`config.mk`:
```
export PLATFORM = sky130hd
export DESIGN_NAME = nmi_arb2
export DESIGN_NICKNAME = d
export VERILOG_FILES = /design/src/rtl/nmi_pkg.sv /design/src/rtl/nmi_arb_wdog.sv /design/src/rtl/nmi_arb2.sv
export SDC_FILE = /design/constraint.sdc
export NUM_CORES = 1
export LEC_CHECK = 0
export ABC_AREA = 0
export BUFFER_PORTS_ARGS = -buffer_cell sky130_fd_sc_hd__buf_4
export CAP_MARGIN = 15
export CORE_AREA = 2 2 124 126
export CTS_BUF_LIST = sky130_fd_sc_hd__clkbuf_4 sky130_fd_sc_hd__clkbuf_8 sky130_fd_sc_hd__clkbuf_16
export DETAILED_ROUTE_END_ITERATION = 10
export DIE_AREA = 0 0 126 128
export PLACE_DENSITY = 0.5
export SLEW_MARGIN = 20
export SYNTH_ARGS = -nofsm -noshare
export SYNTH_HDL_FRONTEND = slang
export SYNTH_SLANG_ARGS = --single-unit
```
`constraint.sdc`:
```
create_clock -name clk_i -period 6.4 [get_ports clk_i]
set_input_delay 1.28 -clock clk_i [delete_from_list [all_inputs] [get_ports clk_i]]
set_output_delay 1.28 -clock clk_i [all_outputs]
set_load 0.01 [all_outputs]
```
`src/rtl/nmi_pkg.sv`:
```
// Shared types and constants for the two-master native memory interface arbiter.
// Request fields are sized for buses up to 32 bits wide.
package nmi_pkg;

  localparam int NMI_ADDR_W = 32;
  localparam int NMI_DATA_W = 32;
  localparam int NMI_STRB_W = NMI_DATA_W / 8;

  localparam logic [31:0] NMI_ERR_RDATA = 32'hDEAD_BEEF;

  typedef enum logic {
    IDLE  = 1'b0,
    GRANT = 1'b1
  } arb_state_e;

  typedef struct packed {
    logic [NMI_ADDR_W-1:0] addr;
    logic [NMI_DATA_W-1:0] wdata;
    logic [NMI_STRB_W-1:0] wstrb;
  } nmi_req_t;

endpackage

```
`src/rtl/nmi_arb_wdog.sv`:
```
// Per-grant watchdog: counts enabled cycles, flags expiry at TIMEOUT_CYC-1 unless the slave hits.
// Expiry is combinational; sticky irq and saturating count update on the following edge.
module nmi_arb_wdog #(
  parameter int TIMEOUT_CYC = 1024
) (
  input  logic       clk_i,
  input  logic       rst_i,
  input  logic       clr_i,
  input  logic       en_i,
  input  logic       hit_i,
  output logic       expire_o,
  output logic       irq_o,
  output logic [7:0] cnt_o
);

  localparam int WD_W = 16;

  logic [WD_W-1:0] wd_q, wd_d;
  logic            irq_q, irq_d;
  logic [7:0]      cnt_q, cnt_d;

  // A slave response in the expiry cycle suppresses the timeout entirely.
  assign expire_o = en_i && !hit_i && (wd_q == WD_W'(TIMEOUT_CYC - 1));

  always_comb begin
    wd_d  = en_i ? wd_q + 1'b1 : '0;
    irq_d = irq_q;
    cnt_d = cnt_q;
    if (clr_i) begin
      irq_d = 1'b0;
    end
    if (expire_o) begin
      irq_d = 1'b1;
      if (cnt_q != 8'hFF) begin
        cnt_d = cnt_q + 8'd1;
      end
    end
  end

  always_ff @(posedge clk_i) begin
    if (rst_i) begin
      wd_q  <= '0;
      irq_q <= 1'b0;
      cnt_q <= '0;
    end else begin
      wd_q  <= wd_d;
      irq_q <= irq_d;
      cnt_q <= cnt_d;
    end
  end

  assign irq_o = irq_q;
  assign cnt_o = cnt_q;

endmodule

```
`src/rtl/nmi_arb2.sv`:
```
// Round-robin arbiter sharing one nmi slave between two masters, grant held for a whole transaction.
// Slave request one cycle after master request; ready passes straight through; watchdog aborts stuck grants.
module nmi_arb2
  import nmi_pkg::*;
#(
  parameter int                ADDR_W      = 32,
  parameter int                DATA_W      = 32,
  parameter int                TIMEOUT_CYC = 1024,
  parameter logic [DATA_W-1:0] ERR_RDATA   = DATA_W'(NMI_ERR_RDATA)
) (
  input  logic                clk_i,
  input  logic                rst_i,
  input  logic                m0_valid_i,
  input  logic [ADDR_W-1:0]   m0_addr_i,
  input  logic [DATA_W-1:0]   m0_wdata_i,
  input  logic [DATA_W/8-1:0] m0_wstrb_i,
  output logic [DATA_W-1:0]   m0_rdata_o,
  output logic                m0_ready_o,
  input  logic                m1_valid_i,
  input  logic [ADDR_W-1:0]   m1_addr_i,
  input  logic [DATA_W-1:0]   m1_wdata_i,
  input  logic [DATA_W/8-1:0] m1_wstrb_i,
  output logic [DATA_W-1:0]   m1_rdata_o,
  output logic                m1_ready_o,
  output logic                s_valid_o,
  output logic [ADDR_W-1:0]   s_addr_o,
  output logic [DATA_W-1:0]   s_wdata_o,
  output logic [DATA_W/8-1:0] s_wstrb_o,
  input  logic [DATA_W-1:0]   s_rdata_i,
  input  logic                s_ready_i,
  output logic                tmo_irq_o,
  input  logic                tmo_clr_i,
  output logic [7:0]          tmo_cnt_o
);

  arb_state_e state_q, state_d;
  logic       owner_q, owner_d;
  logic       rr_ptr_q, rr_ptr_d;

  nmi_req_t    req0, req1, req_sel;
  logic        own_vld;
  logic        wd_en;
  logic        expire;
  logic        done;
  logic [DATA_W-1:0] rsp_dat;

  assign req0 = '{addr:  NMI_ADDR_W'(m0_addr_i),
                  wdata: NMI_DATA_W'(m0_wdata_i),
                  wstrb: NMI_STRB_W'(m0_wstrb_i)};
  assign req1 = '{addr:  NMI_ADDR_W'(m1_addr_i),
                  wdata: NMI_DATA_W'(m1_wdata_i),
                  wstrb: NMI_STRB_W'(m1_wstrb_i)};

  assign req_sel = owner_q ? req1 : req0;
  assign own_vld = owner_q ? m1_valid_i : m0_valid_i;
  assign wd_en   = (state_q == GRANT) && own_vld;

  nmi_arb_wdog #(
    .TIMEOUT_CYC(TIMEOUT_CYC)
  ) u_wdog (
    .clk_i   (clk_i),
    .rst_i   (rst_i),
    .clr_i   (tmo_clr_i),
    .en_i    (wd_en),
    .hit_i   (s_ready_i),
    .expire_o(expire),
    .irq_o   (tmo_irq_o),
    .cnt_o   (tmo_cnt_o)
  );

  always_comb begin
    state_d   = state_q;
    owner_d   = owner_q;
    rr_ptr_d  = rr_ptr_q;
    done      = 1'b0;
    rsp_dat   = '0;
    s_valid_o = 1'b0;
    case (state_q)
      IDLE: begin
        if (m0_valid_i || m1_valid_i) begin
          owner_d = (m0_valid_i && m1_valid_i) ? rr_ptr_q : m1_valid_i;
          state_d = GRANT;
        end
      end
      GRANT: begin
        s_valid_o = own_vld && !expire;
        if (s_ready_i) begin
          done     = 1'b1;
          rsp_dat  = s_rdata_i;
          rr_ptr_d = ~owner_q;
          state_d  = IDLE;
        end else if (expire) begin
          done     = 1'b1;
          rsp_dat  = ERR_RDATA;
          rr_ptr_d = ~owner_q;
          state_d  = IDLE;
        end else if (!own_vld) begin
          // Owner withdrew mid-transaction: drop it without a response or pointer change.
          state_d = IDLE;
        end
      end
      default: state_d = IDLE;
    endcase
  end

  always_ff @(posedge clk_i) begin
    if (rst_i) begin
      state_q  <= IDLE;
      owner_q  <= 1'b0;
      rr_ptr_q <= 1'b0;
    end else begin
      state_q  <= state_d;
      owner_q  <= owner_d;
      rr_ptr_q <= rr_ptr_d;
    end
  end

  assign s_addr_o  = ADDR_W'(req_sel.addr);
  assign s_wdata_o = DATA_W'(req_sel.wdata);
  assign s_wstrb_o = (state_q == GRANT) ? (DATA_W/8)'(req_sel.wstrb) : '0;

  assign m0_ready_o = done && !owner_q;
  assign m1_ready_o = done && owner_q;
  assign m0_rdata_o = m0_ready_o ? rsp_dat : '0;
  assign m1_rdata_o = m1_ready_o ? rsp_dat : '0;

endmodule

```
==> results.md, run 1 <==
- Cell Area, Synth: 0.00249 sq mm
- Top routing layer in use: met4
- Share of cells above drive strength 1: 0.634
- Setup TNS: 0 ns
- VDD IR-drop max: 0.0832 mV
- Sink Count: 28
- Critical Path RT: 5.12 ns
- Routed wire length: 14,200 microns
- Die Area: 0.0161 sq mm
- Clk_skew: 0.00693 ns
- Die W: 126 microns
- CP arrival: 3.53 ns
- DRC errors left: 0
- Iter 0 DRT Violations: 124
- Hpwl dp: 12,200 microns
- Startpoint types: primary input
- Max-Slew Margin vs Limit: 0.340
- Finish-stage setup viols: 0
- Shortest period the worst path allows: 4.81 ns
- Via count of the routed design: 3,417
- Wire per inst: 17.4 microns
- #FFs+latches synth: 28
- Highest clock rate: 208 MHz
- Vias per cell: 4.20
- DR pass1 iterations: 4
- Post_cts resized: 0
- Ports: 318
- Ys flop type: dfxtp_1
- Metal3 WL: 1330 microns
- Worst slew pin tran: 0.990 ns
- Root Driver: clkbuf_16
- Via count of the first global-routing pass: 3,397
- Post-synthesis sequential area ratio: 0.225
- Pwr Density: 124 mW/mm^2
- Port bufs: 317
- Worst-Skew Late Latency: 0.26 ns
- Core Region: 0.0149 sq mm
- Syn. warnings: 0
- GRT Util Overall: 0.155
- CTS Buffer Depth: 2
- CTS Buf Count: 3
- Final Max Tran Viols: 0
- Metal-1 WL: 5670 microns
- Syn_area_per_cell: 7.75 sq um
- H-tree depth: 1
- Total grt overflow: 0
- Hold Path Class: flop to flop
- Initial core utilization: 0.167
- Synth Net Count: 497
- Remaining antenna violation count after routing: 0
- DR WL met2: 7070 microns
- Die height: 128 microns
- Routability Congestion: 0.864
- Syn Inst Count: 321
- Final Hold Viols: 0
- Clk slew on worst S/H paths: 0.07 ns
- CTS tree: yes
- CTS Hold Buffers Added: 0
- Max Cap Viol: 0
- Post-CTS Setup Bufs: 0
- Number of fillers in the final layout: 1,586
- Antenna fix cells: 0
- First-pass GRT wire length: 19,800 microns
- Netlist cell types: 42
- Worst Setup Path Type: primary input to output pin
- Period utilization: 0.752
- Post-layout util: 0.347
- Post-synth ARST share: 0
- Largest net degree at the start of global routing: 74
- Initial antenna violation count: 0
- Outcome: complete, no violations
- Nets: 802
- Pre-CTS WS: 1.29 ns
- Area Growth Syn to Fin: 107%
- Leakage: 2.50 nW
- # rows: 45
- Max FO, Critical Path: 31
- EDFF count, synth: 0
- RSZ-0062 raised after global routing: no
- CP Capture Type: output pin
- Final WS setup: 1.59 ns
[critical path, stage by stage]
cell and delay [ns]:
buf_4 0.12, mux2_2 0.27, nand3b_1 0.32, nor2_4 0.23
o21ai_2 0.81, inv_1 0.26, buf_4 0.23
[final timing paths]
kind | startpoint | end | slack (ns) | cells after the start
setup / recovery | m1_valid_i | m1_ready_o | 1.59 | 7
hold / removal | u_wdog.wd_q[0] | u_wdog.wd_q[0] | 0.48 | 1
setup reg to reg | u_wdog.wd_q[0] | rr_ptr_q | 3.40 | 7
hold reg to reg | u_wdog.wd_q[0] | u_wdog.wd_q[0] | 0.48 | 1
[logic make-up (layout without fill, tap and decap cells)]
group / after synthesis / in the layout / synth area share
and+or+nand+nor: 164 / 164 / 0.310
adders and majority gates: 2 / 2 / 0.0101
AOI/OAI and AO/OA: 14 / 14 / 0.0362
DFF: 28 / 28 / 0.225
xor gates and xnor gates: 17 / 17 / 0.0598
muxes: 71 / 71 / 0.319
buffers and inverters: 25 / 329 / 0.0397
[area by class of cell]
cell class / instances / area (sq um) / area share
Tap cell: 188 / 235 / 0.0456
Inverter: 7 / 26.3 / 0.00509
Timing Repair Buffer: 318 / 2390 / 0.463
Sequential cell: 28 / 564 / 0.109
Multi-Input combinational cell: 268 / 1840 / 0.357
Clock buffer: 3 / 75.1 / 0.0145
Clock inverter: 1 / 30.0 / 0.00582
[metrics by stage]
step                std cells  hold slack [ns]  cell area [sq um]  power, mW
finish                    813            0.475               5160      0.639
global route              813            0.507               5160      0.668
detailed placement        809            0.464               5050      0.459
global placement          809            0.439               5050      0.457
CTS                       813            0.481               5150      0.649
floorplan                 321            0.426               2490      0.283
[metal layers]
layer,vias up,global-route usage
met5,-,0
met4,0,0.0162
li1,1688,-
met2,143,0.269
met3,8,0.0576
met1,1578,0.190
[power by group]
part           internal [mW]  switching [mW]  total (mW)
clock network          0.125          0.0616       0.186
registers              0.176         0.00165       0.177
logic                  0.165           0.110       0.275
[state kept, by name, summed over array words and instances (netlist names)]
signal,cells
u_wdog.wd_q,16
u_wdog.cnt_o,8
owner_q,1
rr_ptr_q,1
state_q,1
u_wdog.irq_o,1
[synth_stat cells, types with 2 or more instances]
cell      count  share of area
nor2_1      104           0.16
mux2_2       65           0.29
dfxtp_1      28           0.23
and2_1       17          0.043
xnor2_1      12          0.042
clkbuf_1     11          0.017
inv_1         7          0.011
nand2_1       7          0.011
a21oi_1       5          0.010
and3_1        5          0.013
buf_1         5         0.0075
mux2i_1       5          0.020
nand3_1       5          0.010
nor3_1        5          0.010
xor2_1        5          0.018
nand4_1       4          0.010
ha_1          2          0.010
nand2b_1      2         0.0050
nor2b_1       2         0.0050
nor4_1        2         0.0050
o21ai_0       2         0.0040
[layout by cell type (no fill, tap or decap), types with 2 or more instances in the layout]
cell | synthesis | final
o21ai_0 | 2 | 2
mux2i_1 | 5 | 5
xor2_1 | 5 | 5
nand2_1 | 7 | 7
and2_1 | 17 | 17
nand3_1 | 5 | 5
ha_1 | 2 | 2
buf_4 | 1 | 318
nand4_1 | 4 | 4
clkbuf_16 | 0 | 3
and3_1 | 5 | 5
nor4_1 | 2 | 2
inv_1 | 7 | 7
dfxtp_1 | 28 | 27
a21oi_1 | 5 | 5
mux2_2 | 65 | 65
nor3_1 | 5 | 5
nor2_1 | 104 | 104
xnor2_1 | 12 | 12
nand2b_1 | 2 | 2
nor2b_1 | 2 | 2
No activity file was read; power rests on OpenSTA's default activity.
==> inputs of run 2 (changes only) <==
Settings changed: PLACE_DENSITY 0.5 to 0.52.
Clock period 6.4 ns to 4.4 ns, I/O delays scaled along.
==> run 2 against run 1 <==
Against the previous run:
- hold slack got worse by 0.016 ns
- global-route usage increased by 0.73 points
- sequential power increased by 46%
- utilization increased by 0.084 points
- flip-flop and latch count unchanged
- critical path depth increased by 1
- register-to-register slack got worse by 1.8 ns
- clock-buffer cell count increased by 1
- final cell count increased by 0.37%
- largest power group unchanged
- design area increased by 0.24%
- highest routed layer unchanged
- sequential share of layout area about the same
- wire length increased by 1.7%
==> results.md, run 2 (same netlist as run 1, synthesis figures left out) <==
- Outcome: complete, no violations
- Die W: 126 microns (unchanged)
- RSZ-0062 raised after global routing: no
- Final Hold Viols: 0 (unchanged)
- Remaining antenna violation count after routing: 0 (unchanged)
- Worst slew pin tran: 0.922 ns (-0.0680 ns)
- Highest clock rate: 251 MHz
- Crit path max-delay family: simple AND/OR/NAND/NOR gates
- CP Capture Type: output pin
- Worst-Skew Late Latency: 0.27 ns (about the same)
- Vias per cell: 4.19 (-0.43%)
- VDD IR-drop max: 0.115 mV (+39%)
- Max Cap Viol: 0 (unchanged)
- Via count of the first global-routing pass: 3,240 (-4.6%)
- Worst Path Buf+Inv: 2 (-1)
- DR pass1 iterations: 4 (unchanged)
- H-tree depth: 1 (unchanged)
- Most frequent cells in the layout: buf_4 (321), nor2_1 (104), mux2_2 (65), dfxtp_1 (27), and2_1 (17)
- Worst Setup Path Type: flop to output pin
- Leakage: 2.51 nW (+0.48%)
- Placement Cell Area: 0.00507 sq mm (+0.45%)
- Most used cell, CP: buf_4
- Hpwl dp: 12,700 microns (+4.0%)
- Post-CTS Setup Bufs: 0 (unchanged)
- Via count of the routed design: 3,415 (-0.059%)
- Ports: 318 (unchanged)
- Clk_skew: 0.00525 ns (-0.00168 ns)
- Dpl cells: 812 (+0.37%)
- Pre-CTS WS: 0.642 ns (-0.646 ns)
- Post-layout util: 0.348 (+0.000842)
- Largest net degree at the start of global routing: 74 (unchanged)
- Root Driver: clkbuf_16
- Critical Path RT: 3.52 ns (-1.60 ns)
- Routed wire length: 14,400 microns (+1.7%)
- Initial antenna violation count: 0 (unchanged)
- Max-Slew Margin vs Limit: 0.385 (+0.0454)
- Crit-path cells: ha_1 -> nand3_1 -> or4_4 -> nor2_2 -> o21ai_2 -> buf_4 -> nor2_1 -> buf_4
- First-pass GRT wire length: 20,000 microns (+1.3%)
- Max FO, Critical Path: 16 (-48%)
- Clk slew on worst S/H paths: 0.07 ns (about the same)
- Biggest register: u_wdog.wd_q
- CTS tree: yes
- Final Max Tran Viols: 0 (unchanged)
- Total grt overflow: 0 (unchanged)
- Sink Count: 28 (unchanged)
- Shortest period the worst path allows: 3.99 ns
- Core Region: 0.0149 sq mm (unchanged)
- Die height: 128 microns (unchanged)
- Share of cells above drive strength 1: 0.635 (+0.00175)
- Setup slack, reg-to-reg: 1.55 ns (-1.85 ns)
- Non-filler cells, final: 816 (+0.37%)
- CTS Buf Count: 3 (unchanged)
- Period utilization: 0.906
- Commonest non-fill, non-tap cell in the layout: buf_4
- Antenna fix cells: 0 (unchanged)
- CTS Buffer Depth: 2 (unchanged)
- Finish-stage setup viols: 0 (unchanged)
- Routability Congestion: 0.853 (-1.2%)
- Port bufs: 317 (unchanged)
- Area Growth Syn to Fin: 108%
- Final WS setup: 0.414 ns (-1.17 ns)
- CP arrival: 3.11 ns (-0.42 ns)
- Pwr Density: 177 mW/mm^2 (+43%)
- Startpoint types: flop
- Hold Path Class: flop to flop
- # rows: 45 (unchanged)
- Largest register FFs: 16 (unchanged)
- DRC errors left: 0 (unchanged)
- CTS Hold Buffers Added: 0 (unchanged)
- CP max-delay cell: or4_4
- Number of fillers in the final layout: 1,579 (-0.44%)
- Setup TNS: 0 ns (unchanged)
- Wire per inst: 17.7 microns (+1.3%)
- Die Area: 0.0161 sq mm (unchanged)
- Slowest Stage Delay on Critical Path: 0.66 ns (-0.15 ns)
- Nets: 805 (+0.37%)
- GRT Util Overall: 0.162 (+0.00735)
- Initial core utilization: 0.167 (unchanged)
- Iter 0 DRT Violations: 85 (-31%)
- Post_cts resized: 0 (unchanged)
- Final Instance Area: 0.00517 sq mm (+0.24%)
-- run 2: final timing paths --
path                                     start              to  cells after the start
worst max-delay path            u_wdog.wd_q[0]   m1_rdata_o[6]                      8
worst min-delay path            u_wdog.wd_q[0]  u_wdog.wd_q[0]                      1
worst max register to register  u_wdog.wd_q[0]        rr_ptr_q                      8
worst min register to register  u_wdog.wd_q[0]  u_wdog.wd_q[0]                      1
-- run 2: layer usage --
metal,up-vias,track usage,wire length [microns]
li1,1699,-,-
met1,1580,0.216,6160
met2,131,0.262,6910
met3,5,0.0576,1280
met4,0,0.0162,79
met5,-,0,0
-- run 2: layout make-up --
| type | instances | area (sq um) | share of cell area |
|---|---|---|---|
| Inverter | 7 | 26.3 | 0.00508 |
| Multi-Input combinational cell | 268 | 1840 | 0.355 |
| Timing Repair Buffer | 321 | 2410 | 0.466 |
| Tap cell | 188 | 235 | 0.0455 |
| Clock buffer | 4 | 100 | 0.0194 |
| Sequential cell | 28 | 564 | 0.109 |
-- run 2: where the power goes --
group,switching [mW],internal [mW]
Clock,0.0933,0.159
Sequential,0.00250,0.256
Combinational,0.162,0.241
-- run 2: worst register-to-register path, stage by stage, from the launching register on --
cell and delay (ns):
dfxtp_1 0.37, ha_1 0.19, nand3_1 0.23, or4_4 0.66
nor2_2 0.57, o21ai_2 0.26, buf_4 0.29, inv_1 0.12
nor3_1 0.06
-- run 2: metrics by stage --
step                total power [mW]  hold slack (ns)
floorplan                      0.412            0.426
global placement               0.669            0.439
detailed placement             0.671            0.446
CTS                            0.925            0.463
global route                   0.965            0.487
finish                         0.913            0.459
==> inputs of run 3 (changes only) <==
Settings changed: CORE_AREA 2 2 124 126 to 2 2 122 124, DIE_AREA 0 0 126 128 to 0 0 124 126, PLACE_DENSITY 0.52 to 0.55, SYNTH_HIERARCHICAL from default to 1.
==> run 3 against run 2 <==
Against the previous run:
- global-route usage increased by 3.0 points
- synthesized area increased by 9.6%
- worst setup slack improved by 0.22 ns
- design area up 2.5%
- highest routed layer unchanged
==> results.md, run 3 <==
- Outcome: complete, no violations
- Post-synth top cells: nor2_1 (69), mux2_2 (67), dfxtp_1 (28), nor2b_1 (28), and2_1 (18)
- Synth Net Count: 509 (+2.4%)
- Met2 Track Usage GR: 0.308 (+0.0465)
- Final Max Tran Viols: 0 (unchanged)
- Worst slew pin tran: 0.933 ns (+0.0113 ns)
- Yosys top cell by area: mux2_2
- Max-Slew Margin vs Limit: 0.378 (-0.00754)
- CTS Buf Count: 3 (unchanged)
- Pre-CTS WS: 0.668 ns (+0.0266 ns)
- Syn Inst Count: 333 (+3.7%)
- Post-synthesis sequential area ratio: 0.206 (-0.0196)
- Post-synth ARST share: 0 (unchanged)
- Most common cell in the netlist: nor2_1
- Post-CTS Setup Bufs: 0 (unchanged)
- Netlist cell types: 45 (+7.1%)
- Area Growth Syn to Fin: 94.4%
- Fin Hold WS: 0.460 ns (+0.000729 ns)
- Post_cts resized: 0 (unchanged)
- Die Area: 0.0156 sq mm (-3.1%)
- Number of fillers in the final layout: 1,534 (-2.8%)
- Syn. warnings: 6 (+6)
- Worst Setup Path Type: primary input to output pin
- GRT busiest layer: met2
- Clk slew on worst S/H paths: 0.07 ns (about the same)
- VDD IR-drop max: 0.120 mV (+4.0%)
- Sink Count: 28 (unchanged)
- CTS tree: yes
- Worst-Skew Late Latency: 0.26 ns (about the same)
- Design Power: 0.917 mW (+0.45%)
- Ys flop type: dfxtp_1
- Commonest non-fill, non-tap cell in the layout: buf_4
- RSZ-0062 raised after global routing: no
- CTS Hold Buffers Added: 0 (unchanged)
- H-tree depth: 1 (unchanged)
- Share of cells above drive strength 1: 0.636 (about the same)
- Yosys top cell area share: 0.277 (-0.0174)
- Shortest period the worst path allows: 3.77 ns (-0.217 ns)
- Biggest register: u_wdog/wd_q
- Max FO, Critical Path: 25 (+9)
- Hold Path Class: flop to flop
- Setup TNS: 0 ns (unchanged)
- CP arrival: 2.89 ns (-0.22 ns)
- Met1 GRT Util: 0.236 (+0.0195)
- CP Capture Type: output pin
- Nets: 814 (+1.1%)
- Iter 0 DRT Violations: 110 (+29%)
- Pwr Density: 173 mW/mm^2 (-2.0%)
- Leakage: 2.56 nW (+1.8%)
- Startpoint types: primary input
- Total grt overflow: 0 (unchanged)
- Clk_skew: 0.00340 ns (-0.00185 ns)
- Main area contributors after synthesis: mux2_2 (28%), dfxtp_1 (21%), nor2_1 (9.5%), nor2b_1 (6.4%), and2_1 (4.1%)
- CTS Buffer Depth: 2 (unchanged)
- Root Driver: clkbuf_16
- Wire per inst: 20.0 microns (+13%)
- Via count of the routed design: 3,530 (+3.4%)
- Routability Congestion: 0.913 (+7.0%)
- Hold-critical path depth: 1 (unchanged)
- Die W: 124 microns (-1.6%)
- Remaining antenna violation count after routing: 0 (unchanged)
- Hpwl dp: 14,400 microns (+13%)
- EDFF count, synth: 0 (unchanged)
- Vias per cell: 4.30 (+2.7%)
- Die height: 126 microns (-1.6%)
- GR Util met3: 0.107 (+0.0493)
- Finish-stage setup viols: 0 (unchanged)
- FF-to-FF path depth: 9 (+1)
- Highest clock rate: 265 MHz (+5.8%)
- DR pass1 iterations: 4 (unchanged)
- Port bufs: 317 (unchanged)
- Final WS setup: 0.631 ns (+0.217 ns)
- Initial antenna violation count: 0 (unchanged)
- Final Hold Viols: 0 (unchanged)
- Cell Area, Synth: 0.00273 sq mm (+9.6%)
- Most frequent cells in the layout: buf_4 (318), nor2_1 (69), mux2_2 (67), nor2b_1 (28), dfxtp_1 (27)
- Ports: 318 (unchanged)
- DRC errors left: 0 (unchanged)
- Syn_area_per_cell: 8.19 sq um (+5.6%)
- First-pass GRT wire length: 22,000 microns (+9.8%)
- Antenna fix cells: 0 (unchanged)
- Via count of the first global-routing pass: 3,476 (+7.3%)
- #FFs+latches synth: 28 (unchanged)
- Routed wire length: 16,400 microns (+14%)
- # rows: 44 (-2.2%)
- Largest net degree at the start of global routing: 74 (unchanged)
- Critical Path RT: 3.52 ns (about the same)
- GRT Util Overall: 0.193 (+0.0303)
- Max Cap Viol: 0 (unchanged)
- Largest register FFs: 16 (unchanged)
- Period utilization: 0.857 (-0.0493)
- Initial core utilization: 0.190 (+0.0230)
- Core Region: 0.0143 sq mm (-3.7%)
## run 3: stage by stage
stage               std cells  utilization  area, sq um
floorplan                 333            -         2730
global placement          817        0.365         5220
detailed placement        817        0.365         5220
CTS                       821        0.370         5300
global route              821        0.370         5300
finish                    821        0.370         5300
## run 3: final timing paths
path              slack [ns]           start             end
hold reg to reg         0.46  u_wdog/wd_q[0]  u_wdog/wd_q[0]
setup reg to reg        2.12         state_q        rr_ptr_q
hold / removal          0.46  u_wdog/wd_q[0]  u_wdog/wd_q[0]
setup / recovery        0.63      m0_valid_i  m0_rdata_o[12]
## run 3: worst max-delay path: stages
cell	delay, ns
buf_4	0.09
mux2_2	0.15
and2_1	0.16
nor4b_4	0.26
and3_2	0.26
nand2_1	0.09
inv_1	0.11
or2_4	0.17
nand3b_4	0.26
nor2_1	0.30
buf_4	0.17
## run 3: layout make-up
class | count | area, sq um | share of cell area
Multi-Input combinational cell | 277 | 2000 | 0.377
Clock buffer | 4 | 82.6 | 0.0156
Tap cell | 184 | 230 | 0.0434
Inverter | 10 | 37.5 | 0.00708
Timing Repair Buffer | 318 | 2390 | 0.450
Sequential cell | 28 | 564 | 0.106
## run 3: metal layers
metal	wire (microns)	vias to the layer above
met2	7410	157
met4	64	0
li1	-	1752
met3	2310	6
met1	6630	1615
met5	0	-
## run 3: kinds of logic (layout without fill, tap and decap cells)
family	Yosys count	count (layout)	share of synthesized area
AND/OR/NAND/NOR	165	165	0.335
multiplexers	71	71	0.291
AO/OA/AOI/OAI	28	28	0.0620
flip-flops	28	28	0.206
buffers and inverters	28	332	0.0610
XOR/XNOR	11	11	0.0353
adder cells (fa/ha/maj)	2	2	0.00918
## run 3: where the power goes
group	total, mW	internal [mW]	switching, mW	leakage [nW]
Combinational	0.443	0.252	0.191	2.29
Clock	0.215	0.130	0.0852	0.0416
Sequential	0.259	0.256	0.00355	0.227
